$ cat config.mk
export PLATFORM = sky130hd
export DESIGN_NAME = operand_bit_serializer
export DESIGN_NICKNAME = d
export VERILOG_FILES = /design/src/rtl/ser_pkg.sv /design/src/rtl/piso_shift_reg.sv /design/src/rtl/operand_bit_serializer.sv
export SDC_FILE = /design/constraint.sdc
export NUM_CORES = 1
export LEC_CHECK = 0
export CORE_UTILIZATION = 65
export CTS_CLUSTER_DIAMETER = 200
export DETAILED_ROUTE_END_ITERATION = 10
export DONT_BUFFER_PORTS = 1
export PLACE_DENSITY = 0.79
export SKIP_CTS_REPAIR_TIMING = 1
export SLEW_MARGIN = 0
export SYNTH_ARGS = -nofsm -noshare
export SYNTH_HDL_FRONTEND = slang
export SYNTH_SLANG_ARGS = --single-unit
export TNS_END_PERCENT = 10
$ cat constraint.sdc
create_clock -name clk -period 3.75 [get_ports clk]
set_clock_uncertainty 0.15 [all_clocks]
set_input_delay 0.375 -clock clk [delete_from_list [all_inputs] [get_ports clk]]
set_output_delay 0.375 -clock clk [all_outputs]
set_load 0.01 [all_outputs]
$ cat src/rtl/ser_pkg.sv
// Shared definitions for the operand bit serializer: FSM state encoding
// and the default operand width.
package ser_pkg;

  typedef enum logic {
    IDLE  = 1'b0,
    SHIFT = 1'b1
  } state_t;

  localparam int DEFAULT_WIDTH = 8;

endpackage

$ cat src/rtl/piso_shift_reg.sv
// Parallel-in / serial-out shift register, LSB first, zero-filling from the MSB.
// Zero fill means a fully drained register presents 0 on q_lsb.
module piso_shift_reg #(
  parameter int WIDTH = 8
) (
  input  logic             clk,
  input  logic             rst,
  input  logic             load,
  input  logic             shift,
  input  logic [WIDTH-1:0] d,
  output logic             q_lsb
);

  logic [WIDTH-1:0] sh_q;
  logic [WIDTH-1:0] sh_d;

  // Next contents: parallel load wins over shift.
  always_comb begin
    sh_d = sh_q;
    if (load) begin
      sh_d = d;
    end else if (shift) begin
      sh_d = {1'b0, sh_q[WIDTH-1:1]};
    end else begin
      sh_d = sh_q;
    end
  end

  // Shift register storage with asynchronous clear.
  always_ff @(posedge clk or negedge rst) begin
    if (!rst) begin
      sh_q <= '0;
    end else begin
      sh_q <= sh_d;
    end
  end

  assign q_lsb = sh_q[0];

endmodule

$ cat src/rtl/operand_bit_serializer.sv
// Accepts a pair of WIDTH-bit operands over valid/ready and streams them
// LSB first, one bit pair per clock, with valid/first/last framing strobes.
module operand_bit_serializer
  import ser_pkg::*;
#(
  parameter int WIDTH = DEFAULT_WIDTH
) (
  input  logic             clk,
  input  logic             rst,
  input  logic             in_valid,
  output logic             in_ready,
  input  logic [WIDTH-1:0] a_word,
  input  logic [WIDTH-1:0] b_word,
  output logic             A_in,
  output logic             B_in,
  output logic             bit_valid,
  output logic             bit_first,
  output logic             bit_last
);

  localparam int CW = $clog2(WIDTH);
  localparam logic [CW-1:0] LAST_CNT = CW'(WIDTH - 1);

  state_t        state_q, state_d;
  logic [CW-1:0] cnt_q, cnt_d;
  logic          first_q, first_d;
  logic          last_q, last_d;
  logic          ready_s;
  logic          accept_s;

  // Ready in IDLE, or on the last bit of a word so the next word follows gaplessly.
  always_comb begin
    ready_s  = 1'b0;
    accept_s = 1'b0;
    if (rst && ((state_q == IDLE) || (cnt_q == LAST_CNT))) begin
      ready_s = 1'b1;
    end else begin
      ready_s = 1'b0;
    end
    accept_s = in_valid && ready_s;
  end

  // Next-state, bit counter and framing strobes.
  always_comb begin
    state_d = state_q;
    cnt_d   = cnt_q;
    case (state_q)
      IDLE: begin
        cnt_d = '0;
        if (accept_s) begin
          state_d = SHIFT;
        end else begin
          state_d = IDLE;
        end
      end
      SHIFT: begin
        if (accept_s) begin
          state_d = SHIFT;
          cnt_d   = '0;
        end else if (cnt_q == LAST_CNT) begin
          state_d = IDLE;
          cnt_d   = '0;
        end else begin
          state_d = SHIFT;
          cnt_d   = cnt_q + CW'(1);
        end
      end
      default: begin
        state_d = IDLE;
        cnt_d   = '0;
      end
    endcase
    first_d = accept_s;
    last_d  = (state_d == SHIFT) && (cnt_d == LAST_CNT);
  end

  // State, counter and strobe registers.
  always_ff @(posedge clk or negedge rst) begin
    if (!rst) begin
      state_q <= IDLE;
      cnt_q   <= '0;
      first_q <= 1'b0;
      last_q  <= 1'b0;
    end else begin
      state_q <= state_d;
      cnt_q   <= cnt_d;
      first_q <= first_d;
      last_q  <= last_d;
    end
  end

  // The edge leaving SHIFT shifts out the MSB, so IDLE presents zeros straight from the flops.
  piso_shift_reg #(.WIDTH(WIDTH)) u_sh_a (
    .clk   (clk),
    .rst   (rst),
    .load  (accept_s),
    .shift (state_q == SHIFT),
    .d     (a_word),
    .q_lsb (A_in)
  );

  piso_shift_reg #(.WIDTH(WIDTH)) u_sh_b (
    .clk   (clk),
    .rst   (rst),
    .load  (accept_s),
    .shift (state_q == SHIFT),
    .d     (b_word),
    .q_lsb (B_in)
  );

  assign in_ready  = ready_s;
  assign bit_valid = (state_q == SHIFT);
  assign bit_first = first_q;
  assign bit_last  = last_q;

endmodule

==> results.json, run 1 <==
{
  "yosysWarnings": 0,
  "leakage_nw": 0.5830,
  "gp_congestion": 0.7381,
  "pin_count": 25,
  "synth_area_um2": 1079,
  "ys_ff_latch": 22,
  "worst_slew_pin_slew_ps": 765.8,
  "rsz0062_at_grt": "false",
  "cts-root-buf": "clkbuf_4",
  "path_class": "reg2out",
  "drive_gt1_share_pct": 52.70,
  "crit_chain": "nand2b_4 > and2_2",
  "finalWorstSetupSlack_ps": 1690,
  "power_w": 0.0007681,
  "grt-ovfl-total": 0,
  "switchingPower_w": 0.0002146,
  "place_area_um2": 1052,
  "via_count": 522,
  "drt_iter0_drc": 3,
  "cpMaxStageDelayCell": "dfrtp_1",
  "clock_path_buffers": 2,
  "fin_area_um2": 1119,
  "start_util_pct": 70.77,
  "coreArea_um2": 1524,
  "drc": 0,
  "grt_max_degree": 25,
  "cp-end-kind": "output port",
  "cp-start-kind": "register",
  "min_path_type": "in2reg",
  "seq_power_share_pct": 50.8,
  "cp.arrival_ps": 1530,
  "min_period_over_period_pct": 54.93,
  "dp_hpwl_um": 932.8,
  "switching_share_pct": 27.94,
  "timing.max_cap.violations": 0,
  "grt_pass1_wl_um": 2304,
  "power.density_nw_per_um2": 686.7,
  "io_buffers": 0,
  "routedWlPerCell_um": 14.79,
  "synth-edff-count": 0,
  "clk_pin_slew_ps": 110,
  "pre_cts_ws_ps": 1812,
  "slew_headroom_pct": 48.95,
  "die_w_um": 42.74,
  "utilization_pct": 73.40,
  "maxSlewViolCount": 0,
  "finalWirelength_um": 1331,
  "synth_top_area_share_pct": 51.04,
  "final-hold-violation-count": 0,
  "layout_min_cycle_time_ps": 2060,
  "synth_most_common_cell": "mux2_2",
  "fin_setup_tns_ps": 0,
  "combPwrFrac_pct": 32.8,
  "vias_per_cell": 5.800,
  "numCtsBuffers": 3,
  "clkPwrFrac_pct": 16.3,
  "peakVddDrop_v": 0.0004438,
  "dr.pass1.iters": 3,
  "synth_nets": 92,
  "syn_area_per_cell_um2": 15.19,
  "track_usage_pct": 17.56,
  "synthFlopType": "dfrtp_1",
  "h-tree-depth": 1,
  "clk_latency_ps": 300,
  "yosys.area.top_type": "dfrtp_1",
  "ys_seq_area_share_pct": 51.04,
  "die_y_um": 42.74,
  "cts_tree": "yes",
  "async_reset_ff_share_pct": 100.0,
  "cts_sinks": 22,
  "max_stage_delay_ps": 860,
  "synth_common_cells": "23 x mux2_2, 22 x dfrtp_1, 7 x mux2_4",
  "intPower_w": 0.0005535,
  "synth_area_leaders": "dfrtp_1 51%, mux2_2 24%, mux2_4 9.7%",
  "nNetsFinal": 96,
  "status": "completed",
  "row_count": 14,
  "setup_viol": 0,
  "dieArea_um2": 1826,
  "syn_inst": 71,
  "clock.fmax_mhz": 485.5,
  "drtAntennaViolNets": 0,
  "antenna_found_initial": 0,
  "grt_pass1_vias": 585,
  "crit_fanout": 20,
  "critical_path_required_ps": 3220,
  "synth_cell_type_count": 16,
  "syn2layout_area_growth_pct": 3.712,
  "num_antenna_cells": 0
}
-- placed cells by master, fill, tap and decap left out --
| master | n |
|---|---|
| nor3_1 | 1 |
| nand2_1 | 3 |
| inv_1 | 1 |
| dlygate4sd3_1 | 1 |
| and3_2 | 1 |
| nand2b_4 | 1 |
| mux2_4 | 7 |
| mux2_2 | 23 |
| clkbuf_8 | 1 |
| clkbuf_4 | 3 |
| dfrtp_1 | 22 |
| nand3_4 | 1 |
| buf_12 | 1 |
| nor2_1 | 3 |
| ha_1 | 2 |
| and2b_1 | 2 |
| and2_2 | 1 |
-- metal layers --
layer / vias up / share of wire [%] / GRT usage [%]
met4: 0 / 0 / 7.500
met1: 251 / 37 / 18.31
met2: 15 / 57 / 31.21
met5: - / 0 / 0
li1: 256 / - / -
met3: 0 / 5.9 / 6.383
-- registers in the layout, summed over array words and instances (netlist names) --
register     flops
u_sh_a.sh_q      8
u_sh_b.sh_q      8
cnt_q            3
bit_first        1
bit_last         1
bit_valid        1
-- critical path: cells and delay by family, from the launching register on --
| kind | cells | cell delay [ps] |
|---|---|---|
| flops | 1 | 860 |
| simple gates | 2 | 380 |
-- path summary, 6_finish.rpt --
| path | slack [ps] | startpoint | endpoint | cells past startpoint |
|---|---|---|---|---|
| worst max-delay path | 1690 | bit_valid | in_ready | 2 |
| worst min-delay path | 60 | b_word[1] | u_sh_b.sh_q[1] | 1 |
| worst max register to register | 1840 | bit_valid | u_sh_a.sh_q[3] | 3 |
| worst min register to register | 310 | cnt_q[0] | cnt_q[0] | 1 |
| max in group asynchronous | 2980 | rst | u_sh_a.sh_q[0] | 2 |
| min in group asynchronous | 330 | rst | bit_last | 2 |
-- per-stage QoR --
stage	cells	hold WS, ps
final	90	63.49
after global routing	90	33.88
after floorplan	71	-70.59
after global placement	84	-70.17
after CTS	88	-415.1
after detailed placement	84	-70.15
-- layout make-up --
class                   instances  area, um2
flip-flops and latches         22      550.5
multi-input cells              45      478.0
fillers                       124      405.4
clock buffers                   4      36.28
repair buffers                  2      30.03
well taps                      16      20.02
inverters                       1      3.754
-- cell families (layout without fill, tap and decap cells) --
family,Yosys count,in the layout,synth area share (%)
simple gates,13,13,8.236
flops,22,22,51.04
fa+ha+maj,2,2,2.320
mux,30,30,33.76
buf+inv,4,7,4.640
-- power by group through the flow --
stage / combinational, W / sequential [W] / clock, W
final: 0.000252 / 0.000390 / 0.000125
after global routing: 0.000283 / 0.000403 / 0.000140
after CTS: 0.000248 / 0.000393 / 0.000133
after detailed placement: 0.000248 / 0.000400 / 0
after global placement: 0.000240 / 0.000398 / 0
after floorplan: 0.000272 / 0.000364 / 0
(Power assumes the default switching activity.)
==> inputs of run 2 (changes only) <==
Settings changed: CORE_UTILIZATION 65 to 54, PLACE_DENSITY 0.79 to 0.7.
Clock period 3.75 ns to 1.7 ns, I/O delays scaled along.
==> run 2 against run 1 <==
  * The run now ends with negative setup slack left
  * Utilization up 5.5 points
  * Global-route usage down 0.24 points
  * Count of clock-buffer cells in the layout down 1
  * Critical path type unchanged
==> results.json, run 2 (same netlist as run 1, synthesis figures left out) <==
{
  "power.density_nw_per_um2": 1475,
  "grt_pass1_wl_um": 2490,
  "track_usage_pct": 17.32,
  "start_util_pct": 59.86,
  "crit_cells": 5,
  "drt_iter0_drc": 9,
  "cts_tree": "yes",
  "drive_gt1_share_pct": 49.48,
  "clock_path_buffers": 2,
  "coreArea_um2": 1802,
  "fin_hold_ws_ps": 3.113,
  "clock.fmax_mhz": 557.1,
  "h-tree-depth": 1,
  "num_antenna_cells": 0,
  "die_w_um": 46.69,
  "maxSlewViolCount": 0,
  "rsz0062_at_grt": "true",
  "power_w": 0.002097,
  "regArea_um2": 550.5,
  "io_buffers": 0,
  "drc": 0,
  "drtAntennaViolNets": 0,
  "critPathBufInv": 1,
  "row_count": 15,
  "grt-ovfl-total": 0,
  "final-hold-violation-count": 0,
  "dp_hpwl_um": 1097,
  "critical_path_required_ps": 1380,
  "r2r_cells": 6,
  "layout_common_cells": "22 x dfrtp_1, 17 x dlygate4sd3_1, 15 x mux2_2, 15 x mux2_4, 5 x buf_4",
  "switching_share_pct": 27.36,
  "path_class": "reg2out",
  "layout_min_cycle_time_ps": 1795,
  "min_path_cells": 3,
  "path_delay_family": "flip-flops",
  "syn2layout_area_growth_pct": 31.79,
  "routedWlPerCell_um": 14.95,
  "status": "finished, violations left",
  "cp-end-kind": "output port",
  "clkPwrFrac_pct": 19.2,
  "via_count": 628,
  "seq_power_share_pct": 38.8,
  "finalWorstSetupSlack_ps": -95.01,
  "die_y_um": 46.69,
  "timing.max_cap.violations": 0,
  "multi_input_area_um2": 524.3,
  "cp-startpoint": "cnt_q[1]",
  "cts-root-buf": "clkbuf_4",
  "combPwrFrac_pct": 42.0,
  "nNetsFinal": 119,
  "min_period_over_period_pct": 105.6,
  "clk_latency_ps": 310,
  "dr.pass1.iters": 4,
  "r2r-start": "cnt_q[1]",
  "dieArea_um2": 2180,
  "finalWirelength_um": 1824,
  "intPower_w": 0.001523,
  "cpMaxStageDelayCell": "dfrtp_1",
  "leakage_nw": 0.7276,
  "gp_congestion": 0.7912,
  "max_stage_delay_ps": 400,
  "crit_chain": "ha_2 > ha_4 > nand2b_4 > buf_6 > and2_4",
  "grt_pass1_vias": 580,
  "setup_viol": 3,
  "clk_pin_slew_ps": 120,
  "pre_cts_ws_ps": 1.563,
  "n_fill_cell": 118,
  "pin_count": 25,
  "vias_per_cell": 5.148,
  "antenna_found_initial": 0,
  "fin_area_um2": 1421,
  "peakVddDrop_v": 0.001213,
  "numCtsBuffers": 3,
  "worst_slew_pin_slew_ps": 966.2,
  "min_path_type": "in2reg",
  "switchingPower_w": 0.0005738,
  "crit_fanout": 2,
  "cts_sinks": 22,
  "slew_headroom_pct": 35.38,
  "cp-start-kind": "register",
  "worst_hold_startpoint": "in_valid",
  "grt_max_degree": 25,
  "place_area_um2": 1146,
  "final_common_cell": "dfrtp_1",
  "reg_top3": "u_sh_a.sh_q x8, u_sh_b.sh_q x8, cnt_q x3",
  "cp.arrival_ps": 1480,
  "failed_checks": "negative setup slack"
}
## run 2: cell types whose count changed in the layout (fill, tap and decap cells not counted), moves of 2 or more
cell	previous run	this run
mux2_2	23	15
ha_1	2	0
buf_4	0	5
dlygate4sd3_1	1	17
mux2_4	7	15
## run 2: area by class of cell
cell class                 instances  area share [%]
clock buffer                       3           1.585
clock inverter                     1           2.113
inverter                           1          0.2641
multi-input combinational         45           36.88
sequential                        22           38.73
tap                               25           2.201
timing repair buffer              25           18.22
## run 2: power groups by stage
stage	logic, W	registers, W	clock network (W)
2_1_floorplan	0.000603	0.000803	0
3_3_place_gp	0.000704	0.000817	0
3_5_place_dp	0.000728	0.000824	0
4_1_cts	0.000732	0.000813	0.000407
5_1_grt	0.000963	0.000840	0.000429
6_report	0.000881	0.000813	0.000402
## run 2: stage by stage
| stage | setup TNS, ps | std cells | util (%) |
|---|---|---|---|
| floorplan | 0 | 71 | - |
| global placement | 0 | 100 | 63.61 |
| detailed placement | 0 | 100 | 63.61 |
| CTS | -300.3 | 104 | 66.53 |
| global route | -604.1 | 122 | 78.89 |
| finish | -138.8 | 122 | 78.89 |
## run 2: worst paths after layout
kind | end | slack, ps
min in group asynchronous | bit_valid | 290
hold / removal | bit_valid | 3
hold reg to reg | cnt_q[0] | 390
setup reg to reg | u_sh_a.sh_q[3] | -30
max in group asynchronous | u_sh_a.sh_q[4] | 530
setup / recovery | in_ready | -100
## run 2: worst reg2reg max path: cells and delay by family (launching register included)
family / cells / cell delay (ps)
multiplexers: 1 / 340
adder cells (fa/ha/maj): 2 / 360
buffers and inverters: 1 / 150
flip-flops: 1 / 400
AND/OR/NAND/NOR: 2 / 240
## run 2: metal layers
| layer | part of all wire (%) | GRT usage [%] | routed length (um) | vias to the layer above |
|---|---|---|---|---|
| li1 | - | - | - | 299 |
| met1 | 41 | 19.30 | 739 | 306 |
| met2 | 53 | 28.89 | 969 | 21 |
| met3 | 5.6 | 8.627 | 102 | 2 |
| met4 | 0.66 | 5.143 | 12 | 0 |
| met5 | 0 | 0 | 0 | - |
==> inputs of run 3 (changes only) <==
--- a/constraint.sdc
+++ b/constraint.sdc
@@ -4,2 +4,2 @@
 set_output_delay 0.17 -clock clk [all_outputs]
-set_load 0.01 [all_outputs]
+set_load 0.02 [all_outputs]
==> run 3 against run 2 <==
  * The flow still finishes with violations (negative setup slack)
  * Register-to-register slack barely moved
  * Power grew 1.7%
  * Final area unchanged
  * Hold slack about the same
  * Largest cell class unchanged
==> results.json, run 3 (same netlist as run 1, synthesis figures left out) <==
{
  "status": "finished, violations left",
  "failed_checks": "negative setup slack",
  "utilization_pct": 78.89,
  "final-hold-violation-count": 0,
  "clk_latency_ps": 310,
  "io_buffers": 0,
  "power_w": 0.002132,
  "cp-startpoint": "cnt_q[1]",
  "drc": 0,
  "nNetsFinal": 119,
  "vias_per_cell": 5.148,
  "drt_iter0_drc": 9,
  "worst_slew_pin_slew_ps": 966.2,
  "setup_viol": 3,
  "fin_area_um2": 1421,
  "crit_chain": "ha_2 > ha_4 > nand2b_4 > buf_6 > and2_4",
  "dr.pass1.iters": 4,
  "grt_max_degree": 25,
  "fin_setup_tns_ps": -153.0,
  "crit_fanout": 2,
  "critPathBufInv": 1,
  "critical_path_required_ps": 1380,
  "r2r-start": "cnt_q[1]",
  "finalNonFillerCells": 122,
  "power.density_nw_per_um2": 1500,
  "cts_tree": "yes",
  "grt_pass1_vias": 580,
  "grt_pass1_wl_um": 2490,
  "numCtsBuffers": 3,
  "finalWorstSetupSlack_ps": -109.2,
  "max_stage_delay_ps": 400,
  "peakVddDrop_v": 0.001225,
  "drive_gt1_share_pct": 49.48,
  "min_period_over_period_pct": 106.4,
  "row_count": 15,
  "die_y_um": 46.69,
  "dieArea_um2": 2180,
  "layout_min_cycle_time_ps": 1809,
  "antenna_found_initial": 0,
  "path_delay_family": "flip-flops",
  "min_path_type": "in2reg",
  "cp-end-kind": "output port",
  "track_usage_pct": 17.32,
  "reg_top3": "u_sh_a.sh_q x8, u_sh_b.sh_q x8, cnt_q x3",
  "rsz0062_at_grt": "true",
  "cts-root-buf": "clkbuf_4",
  "clk_pin_slew_ps": 120,
  "path_class": "reg2out",
  "routedWlPerCell_um": 14.95,
  "die_w_um": 46.69,
  "num_antenna_cells": 0,
  "leakage_nw": 0.7276,
  "clock_path_buffers": 2,
  "worst_hold_startpoint": "in_valid",
  "dp_hpwl_um": 1097,
  "start_util_pct": 59.86,
  "h-tree-depth": 1,
  "via_count": 628,
  "layout_common_cells": "22 x dfrtp_1, 17 x dlygate4sd3_1, 15 x mux2_2, 15 x mux2_4, 5 x buf_4",
  "clock.fmax_mhz": 552.7,
  "coreArea_um2": 1802,
  "maxSlewViolCount": 0,
  "finalWirelength_um": 1824,
  "final_common_cell": "dfrtp_1",
  "place_area_um2": 1146,
  "placed_cells": 100,
  "syn2layout_area_growth_pct": 31.79,
  "pin_count": 25,
  "cts_sinks": 22,
  "slew_headroom_pct": 35.38,
  "cp-start-kind": "register",
  "gp_congestion": 0.7912,
  "grt-ovfl-total": 0,
  "cp.arrival_ps": 1490,
  "cpMaxStageDelayCell": "dfrtp_1",
  "timing.max_cap.violations": 0,
  "drtAntennaViolNets": 0
}
[run 3: power by group]
group          internal (W)  switching [W]  total [W]
registers          0.000708       0.000129   0.000837
clock network      0.000239       0.000164   0.000402
logic              0.000577       0.000316   0.000893
[run 3: final timing paths]
check	slack [ps]	to	depth (start not counted)
max	-110	in_ready	5
min	3	bit_valid	3
max reg2reg	-30	u_sh_a.sh_q[3]	6
min reg2reg	390	cnt_q[0]	2
max in group asynchronous	530	u_sh_a.sh_q[4]	1
min in group asynchronous	290	bit_valid	1
[run 3: area by class of cell]
| cell class | instances | area [um2] |
|---|---|---|
| sequential | 22 | 550.5 |
| fill | 118 | 380.4 |
| clock inverter | 1 | 30.03 |
| clock buffer | 3 | 22.52 |
| inverter | 1 | 3.754 |
| multi-input combinational | 45 | 524.3 |
| timing repair buffer | 25 | 259.0 |
| tap | 25 | 31.28 |
[run 3: metrics by stage]
step	setup WS [ps]	hold WS, ps
3_5_place_dp	1.563	-275.1
4_1_cts	-221.4	-626.5
6_report	-109.2	3.124
2_1_floorplan	5.894	-275.6
3_3_place_gp	38.26	-275.2
5_1_grt	-154.7	13.62
[run 3: tightest hold or removal path, delay by kind of cell]
| family | cells | cell delay (ps) |
|---|---|---|
| buffers and inverters | 1 | 130 |
| and+or+nand+nor | 2 | 130 |
[run 3: metal layers]
metal / vias to the layer above / track usage (%) / share of wire (%)
li1: 299 / - / -
met1: 306 / 19.30 / 41
met2: 21 / 28.89 / 53
met3: 2 / 8.627 / 5.6
met4: 0 / 5.143 / 0.66
met5: - / 0 / 0
